### src/rtl/matmul_job_scheduler.sv
// matmul_job_scheduler
//   Queues matrix-multiply job descriptors (K depth + job ID) and runs them
//   on the compute engine one at a time. Each job has a watchdog. Each finished
//   job produces a completion record and sets a sticky interrupt.
//
// Ports
//   clk, rst_n            clock, synchronous active-low reset
//   s_job_*               job submit stream (valid/ready), K and ID
//   enable                allows new jobs to be popped from the queue
//   cfg_timeout           watchdog limit in cycles, 0 disables it
//   eng_start/eng_cfg_k   engine start level and K of the current job
//   eng_done_pulse        engine completion event (only honoured in RUN)
//   eng_abort             one-cycle pulse when the watchdog expires
//   m_cmp_*               completion stream (valid/ready), ID and status
//   irq_en, irq_clear     interrupt mask and clear; irq = pending & irq_en
//   busy                  FSM is not in IDLE
//   queue_level           number of queued jobs
//   dbg_state             current FSM state encoding
//
// Handshakes: a transfer happens on a rising edge where valid && ready.
// A producer holds valid and payload stable until that transfer. The ready
// signals here never depend on the matching valid.

module matmul_job_scheduler #(
  parameter int K_W   = 16,
  parameter int K_MAX = 64,
  parameter int DEPTH = 4,
  parameter int ID_W  = 4,
  parameter int TMO_W = 20
) (
  input  logic                     clk,
  input  logic                     rst_n,
  input  logic                     s_job_valid,
  output logic                     s_job_ready,
  input  logic [K_W-1:0]           s_job_k,
  input  logic [ID_W-1:0]          s_job_id,
  input  logic                     enable,
  input  logic [TMO_W-1:0]         cfg_timeout,
  output logic                     eng_start,
  output logic [K_W-1:0]           eng_cfg_k,
  input  logic                     eng_done_pulse,
  output logic                     eng_abort,
  output logic                     m_cmp_valid,
  input  logic                     m_cmp_ready,
  output logic [ID_W-1:0]          m_cmp_id,
  output logic [1:0]               m_cmp_status,
  input  logic                     irq_en,
  input  logic                     irq_clear,
  output logic                     irq,
  output logic                     busy,
  output logic [$clog2(DEPTH):0]   queue_level,
  output logic [2:0]               dbg_state
);

  localparam int AW = $clog2(DEPTH);
  localparam int LW = AW + 1;
  localparam logic [K_W-1:0] K_MAX_V  = K_W'(K_MAX);
  localparam logic [LW-1:0]  FULL_LVL = LW'(DEPTH);

  localparam logic [1:0] ST_OK    = 2'b00;
  localparam logic [1:0] ST_BAD_K = 2'b01;
  localparam logic [1:0] ST_TMO   = 2'b10;

  typedef enum logic [2:0] {
    IDLE    = 3'd0,
    ISSUE   = 3'd1,
    RUN     = 3'd2,
    RELEASE = 3'd3,
    REPORT  = 3'd4
  } state_t;

  state_t state, state_next;

  // ---------------------------------------------------------------- FIFO
  logic [K_W+ID_W-1:0] mem [DEPTH];
  logic [AW-1:0]       wr_ptr, rd_ptr;
  logic [LW-1:0]       level;
  logic                empty;
  logic                push, pop;
  logic [K_W+ID_W-1:0] head;
  logic [K_W-1:0]      head_k;
  logic [ID_W-1:0]     head_id;
  logic                head_bad;

  assign empty       = (level == '0);
  assign s_job_ready = (level != FULL_LVL);
  assign queue_level = level;
  assign push        = s_job_valid && s_job_ready;
  assign pop         = (state == IDLE) && enable && !empty;

  assign head     = mem[rd_ptr];
  assign head_k   = head[K_W+ID_W-1:ID_W];
  assign head_id  = head[ID_W-1:0];
  assign head_bad = (head_k == '0) || (head_k > K_MAX_V);

  always_ff @(posedge clk) begin
    if (push) begin
      mem[wr_ptr] <= {s_job_k, s_job_id};
    end
  end

  always_ff @(posedge clk) begin
    if (!rst_n) begin
      wr_ptr <= '0;
      rd_ptr <= '0;
      level  <= '0;
    end else begin
      if (push) wr_ptr <= wr_ptr + AW'(1);
      if (pop)  rd_ptr <= rd_ptr + AW'(1);
      case ({push, pop})
        2'b10:   level <= level + LW'(1);
        2'b01:   level <= level - LW'(1);
        default: level <= level;
      endcase
    end
  end

  // ---------------------------------------------------------------- job datapath
  logic [ID_W-1:0]  cur_id;
  logic [1:0]       status;
  logic [K_W-1:0]   cfg_k_q;
  logic [TMO_W-1:0] tmo_lim;
  logic [TMO_W-1:0] tmo_cnt;
  logic             irq_pending;
  logic             timeout_hit;
  logic             cmp_hs;

  assign timeout_hit = (state == RUN) && (tmo_lim != '0) &&
                       (tmo_cnt == tmo_lim - TMO_W'(1));
  assign cmp_hs      = (state == REPORT) && m_cmp_ready;

  always_ff @(posedge clk) begin
    if (!rst_n) begin
      cur_id      <= '0;
      status      <= ST_OK;
      cfg_k_q     <= '0;
      tmo_lim     <= '0;
      tmo_cnt     <= '0;
      irq_pending <= 1'b0;
    end else begin
      if (pop) begin
        cur_id  <= head_id;
        tmo_lim <= cfg_timeout;
        status  <= head_bad ? ST_BAD_K : ST_OK;
        // Rejected jobs never reach the engine, so its K is left untouched.
        if (!head_bad) cfg_k_q <= head_k;
      end

      if (state == ISSUE) begin
        tmo_cnt <= '0;
      end else if ((state == RUN) && (tmo_cnt != '1)) begin
        tmo_cnt <= tmo_cnt + TMO_W'(1);
      end

      // Done takes priority over a watchdog expiry in the same cycle.
      if (state == RUN) begin
        if (eng_done_pulse)   status <= ST_OK;
        else if (timeout_hit) status <= ST_TMO;
      end

      // A new completion outranks a simultaneous clear.
      if (cmp_hs)         irq_pending <= 1'b1;
      else if (irq_clear) irq_pending <= 1'b0;
    end
  end

  // ---------------------------------------------------------------- FSM
  always_ff @(posedge clk) begin
    if (!rst_n) state <= IDLE;
    else        state <= state_next;
  end

  always_comb begin
    state_next = state;
    case (state)
      IDLE:    if (pop) state_next = head_bad ? REPORT : ISSUE;
      ISSUE:   state_next = RUN;
      RUN:     if (eng_done_pulse || timeout_hit) state_next = RELEASE;
      RELEASE: state_next = REPORT;
      REPORT:  if (m_cmp_ready) state_next = IDLE;
      default: state_next = IDLE;
    endcase
  end

  always_comb begin
    eng_start    = (state == RUN);
    busy         = (state != IDLE);
    m_cmp_valid  = (state == REPORT);
    eng_abort    = timeout_hit && !eng_done_pulse;
    eng_cfg_k    = cfg_k_q;
    m_cmp_id     = cur_id;
    m_cmp_status = status;
    irq          = irq_pending & irq_en;
    dbg_state    = state;
  end

endmodule

### config.mk
export PLATFORM = sky130hd
export DESIGN_NAME = matmul_job_scheduler
export DESIGN_NICKNAME = d
export VERILOG_FILES = /design/src/rtl/matmul_job_scheduler.sv
export SDC_FILE = /design/constraint.sdc
export NUM_CORES = 1
export LEC_CHECK = 0
export BUFFER_PORTS_ARGS = -buffer_cell sky130_fd_sc_hd__buf_4
export CORE_UTILIZATION = 42
export CTS_CLUSTER_SIZE = 20
export DETAILED_ROUTE_END_ITERATION = 10
export PLACE_DENSITY = 0.66
export SYNTH_ARGS = -nofsm -noshare
export SYNTH_HDL_FRONTEND = slang
export SYNTH_SLANG_ARGS = --single-unit
### constraint.sdc
create_clock -name clk -period 2.91 [get_ports clk]
set_input_delay 0.582 -clock clk [delete_from_list [all_inputs] [get_ports clk]]
set_output_delay 0.582 -clock clk [all_outputs]
set_load 0.05 [all_outputs]
==> impl_metrics.ini <==
[global_routing]
maximum_number_of_pins_on_one_net_before_global_route_repair = 55
grt_antenna_before_repair = 0
grtUsageTotal = 0.193
grt_pass1_vias = 4824
grt_overflow = 0
grt_first_pass_wirelength_mm = 24.0

[sta]
timing_hold_violations_final = 0
final_max_slew_viol_count = 0
setup_viol = 1
maxClockFrequency_ghz = 0.303
layout_worst_path_cycle_share = 1.13
final.setup.worst_slack_ns = -0.387
timing.final.crit_period_ns = 3.30
timing.setup.tns_ns = -0.387
worst_pin_slew_ns = 0.717
worst_clk_skew_ns = 0.00812
max_slew_margin = 0.522
rsz0062_at_grt = true

[setup_path]
critical_path_required_ns = 2.33
worst_setup_path_start_kind = flip-flop
timing.critical_path.arrival_ns = 2.72
critical_path_peak_fanout = 5
crit_end_element = output pin
r2r-end = eng_cfg_k[4]
critPathKind = reg2out
setup.reg_to_reg.worst_slack_ns = 0.07
rr_worst_depth = 8

[hold_path]
timing.hold.worst_path_depth = 1
whs_endpoint = mem[3][10]
min_from = s_job_k[6]
hold_path.class = in2reg

[yosys]
yosys_register_bits = 155
syn-num-nets = 619
syn_inst = 563
yosysWarnings = 0
synth_area_per_cell_um2 = 11.8
synth_edf_count = 80
combined_area_of_all_synthesized_cells_um2 = 6630
synth_ff_type = sky130_fd_sc_hd__edfxtp_1
synthArstFlopShare = 0
ys_seq_area_frac = 0.589
synth_cell_type_count = 59

[cts]
clkLatencyLatePin_ns = 0.42
clock_sinks = 155
level_count_of_the_clock_h_tree = 4
max-clock-path-buffers = 2
cts_inserted_buffers = 17
clk_slew_on_worst_s_h_paths_ns = 0.07
tritoncts_clock_tree = done
cts_root_buffer = sky130_fd_sc_hd__clkbuf_16

[floorplan]
total_number_of_placement_rows = 45
die-width_um = 128
io-pin-count = 82
die_y_um = 128
dieArea_um2 = 16300
fp.coreArea_um2 = 15300
initial_utilization = 0.433

[final_layout]
fin_nets = 731
antennaDiodeCount = 0
n_fill_cell = 1305
final_cells = 899
final_util = 0.555
area_growth_syn_to_layout_pct = 28.1
share_of_final_layout_standard_cells_stronger_than_drive_strength_1 = 0.279

[route]
drt_pass1_iterations = 4
post-route-drc-count = 0
drt_iter0_drc = 227
route.detailed.vias_per_inst = 5.20
drtAntennaViolNets = 0
via_count = 4674
wl_per_cell_um = 16.3
postRouteWirelength_mm = 14.7

[placement]
input_output_buffers = 81
routabilityCongestion = 0.883
dp.cells = 864
preCtsSetupSlack_ns = -0.155
detailed_placer_s_ending_hpwl_mm = 10.2

[run_status]
failed_checks = negative setup slack
status = complete, but fails checks

[power]
power_density_cells_nw_per_um2 = 882
finalPower_w = 0.00749
static-leakage-power_nw = 3.25
peakVddDrop_uv = 534

[run]
cap_violations = 0
state kept, by name, summed over array words and instances (netlist names), 3 cells and up, named ones only:
signal,flops
tmo_cnt,20
eng_cfg_k,16
dbg_state,3
mem,80
queue_level,3
m_cmp_id,4
tmo_lim,20
stage by stage:
step,instance area (um^2),hold slack (ns)
floorplan,6690,0.455
global placement,7700,0.444
detailed placement,7700,0.458
CTS,8360,0.343
global route,8490,0.333
finish,8490,0.354
Yosys cell counts, types with 13 or more instances:
| cell type | instances | area share |
|---|---|---|
| sky130_fd_sc_hd__nand2_1 | 66 | 0.037 |
| sky130_fd_sc_hd__dfxtp_1 | 75 | 0.23 |
| sky130_fd_sc_hd__a21boi_1 | 16 | 0.018 |
| sky130_fd_sc_hd__edfxtp_1 | 80 | 0.36 |
| sky130_fd_sc_hd__inv_1 | 14 | 0.0079 |
| sky130_fd_sc_hd__xor2_1 | 17 | 0.022 |
| sky130_fd_sc_hd__nand3_1 | 13 | 0.0098 |
| sky130_fd_sc_hd__nor3_1 | 16 | 0.012 |
| sky130_fd_sc_hd__xnor2_1 | 25 | 0.033 |
| sky130_fd_sc_hd__clkbuf_1 | 21 | 0.012 |
| sky130_fd_sc_hd__nor2_1 | 33 | 0.019 |
| sky130_fd_sc_hd__and3_1 | 14 | 0.013 |
worst max-delay path, stage by stage (launching register included):
cell and delay [ns]:
sky130_fd_sc_hd__dfxtp_2 0.33, sky130_fd_sc_hd__buf_4 0.15, sky130_fd_sc_hd__or4_4 0.59, sky130_fd_sc_hd__nor4_2 0.26
sky130_fd_sc_hd__a2bb2oi_1 0.10, sky130_fd_sc_hd__o32a_1 0.17, sky130_fd_sc_hd__o21ai_0 0.15, sky130_fd_sc_hd__nand4_1 0.23
sky130_fd_sc_hd__nor2_4 0.17, sky130_fd_sc_hd__buf_8 0.15
timing repair:
item / in CTS / in global routing
endpoints found under the setup margin: 4 / 4
hold buffers: 0 / 0
cloned: 0 / 0
pin swaps: 7 / 11
resized for setup: 8 / 25
buffers inserted: 1 / 2
cell families after synthesis:
| family | synth area share |
|---|---|
| AOI/OAI and AO/OA | 0.0751 |
| xor gates and xnor gates | 0.0555 |
| adders and majority gates | 0.0162 |
| buffers and inverters | 0.0281 |
| DFF | 0.589 |
| muxes | 0.0597 |
| and+or+nand+nor | 0.176 |
cell type report:
class / count / area, um^2 / share of cell area
Tap cell: 211 / 264 / 0.0311
Timing Repair Buffer: 121 / 932 / 0.110
Clock buffer: 17 / 425 / 0.0501
Sequential cell: 155 / 3920 / 0.461
Clock inverter: 15 / 200 / 0.0236
Multi-Input combinational cell: 365 / 2700 / 0.318
Inverter: 15 / 58.8 / 0.00692
worst max path at each step:
stage | to | from | slack (ns)
finish | eng_abort | tmo_lim[1] | -0.39
global route | eng_abort | tmo_lim[4] | -0.49
global placement | eng_abort | tmo_lim[0] | -0.05
CTS | eng_abort | tmo_lim[5] | -0.44
detailed placement | eng_abort | tmo_lim[0] | -0.16
floorplan | queue_level[2] | dbg_state[1] | -0.009
cells in the final DEF (no fill, tap or decap), types with 3 or more instances in the layout:
master / n
sky130_fd_sc_hd__a21boi_0: 11
sky130_fd_sc_hd__or4_4: 3
sky130_fd_sc_hd__nor2b_1: 12
sky130_fd_sc_hd__and3_1: 14
sky130_fd_sc_hd__nor3b_1: 3
sky130_fd_sc_hd__dfxtp_1: 70
sky130_fd_sc_hd__nor4b_1: 3
sky130_fd_sc_hd__dfxtp_2: 3
sky130_fd_sc_hd__a21boi_1: 16
sky130_fd_sc_hd__nor4_1: 7
sky130_fd_sc_hd__nor3_2: 5
sky130_fd_sc_hd__buf_4: 118
sky130_fd_sc_hd__a21oi_1: 9
sky130_fd_sc_hd__or3_1: 7
sky130_fd_sc_hd__nor3_1: 11
sky130_fd_sc_hd__mux2i_1: 11
sky130_fd_sc_hd__nand2_1: 65
sky130_fd_sc_hd__nand3_1: 12
sky130_fd_sc_hd__clkbuf_16: 17
sky130_fd_sc_hd__edfxtp_1: 80
sky130_fd_sc_hd__nand4_1: 7
sky130_fd_sc_hd__or4_1: 4
sky130_fd_sc_hd__o21ai_0: 8
sky130_fd_sc_hd__xnor2_1: 25
sky130_fd_sc_hd__xor2_1: 17
sky130_fd_sc_hd__inv_6: 5
sky130_fd_sc_hd__o31ai_1: 3
sky130_fd_sc_hd__inv_8: 4
sky130_fd_sc_hd__a31oi_1: 6
sky130_fd_sc_hd__mux4_1: 10
sky130_fd_sc_hd__inv_1: 12
sky130_fd_sc_hd__bufinv_16: 3
sky130_fd_sc_hd__ha_1: 5
sky130_fd_sc_hd__nor2_1: 32
sky130_fd_sc_hd__and2_1: 12
layer usage:
layer	part of all wire	vias to the layer above	GRT usage	wire length, um
met5	0	-	0	0
met3	0.041	13	0.0565	603
met2	0.51	91	0.336	7490
met1	0.44	2291	0.228	6460
li1	-	2279	-	-
met4	0.0089	0	0.0651	131
where the power goes:
group	internal [W]	leakage [nW]	switching, W
sequential	0.00256	1.34	0.000163
combinational	0.00109	1.60	0.00133
clock	0.00139	0.307	0.000963
Power figures use the tool's default switching activity.
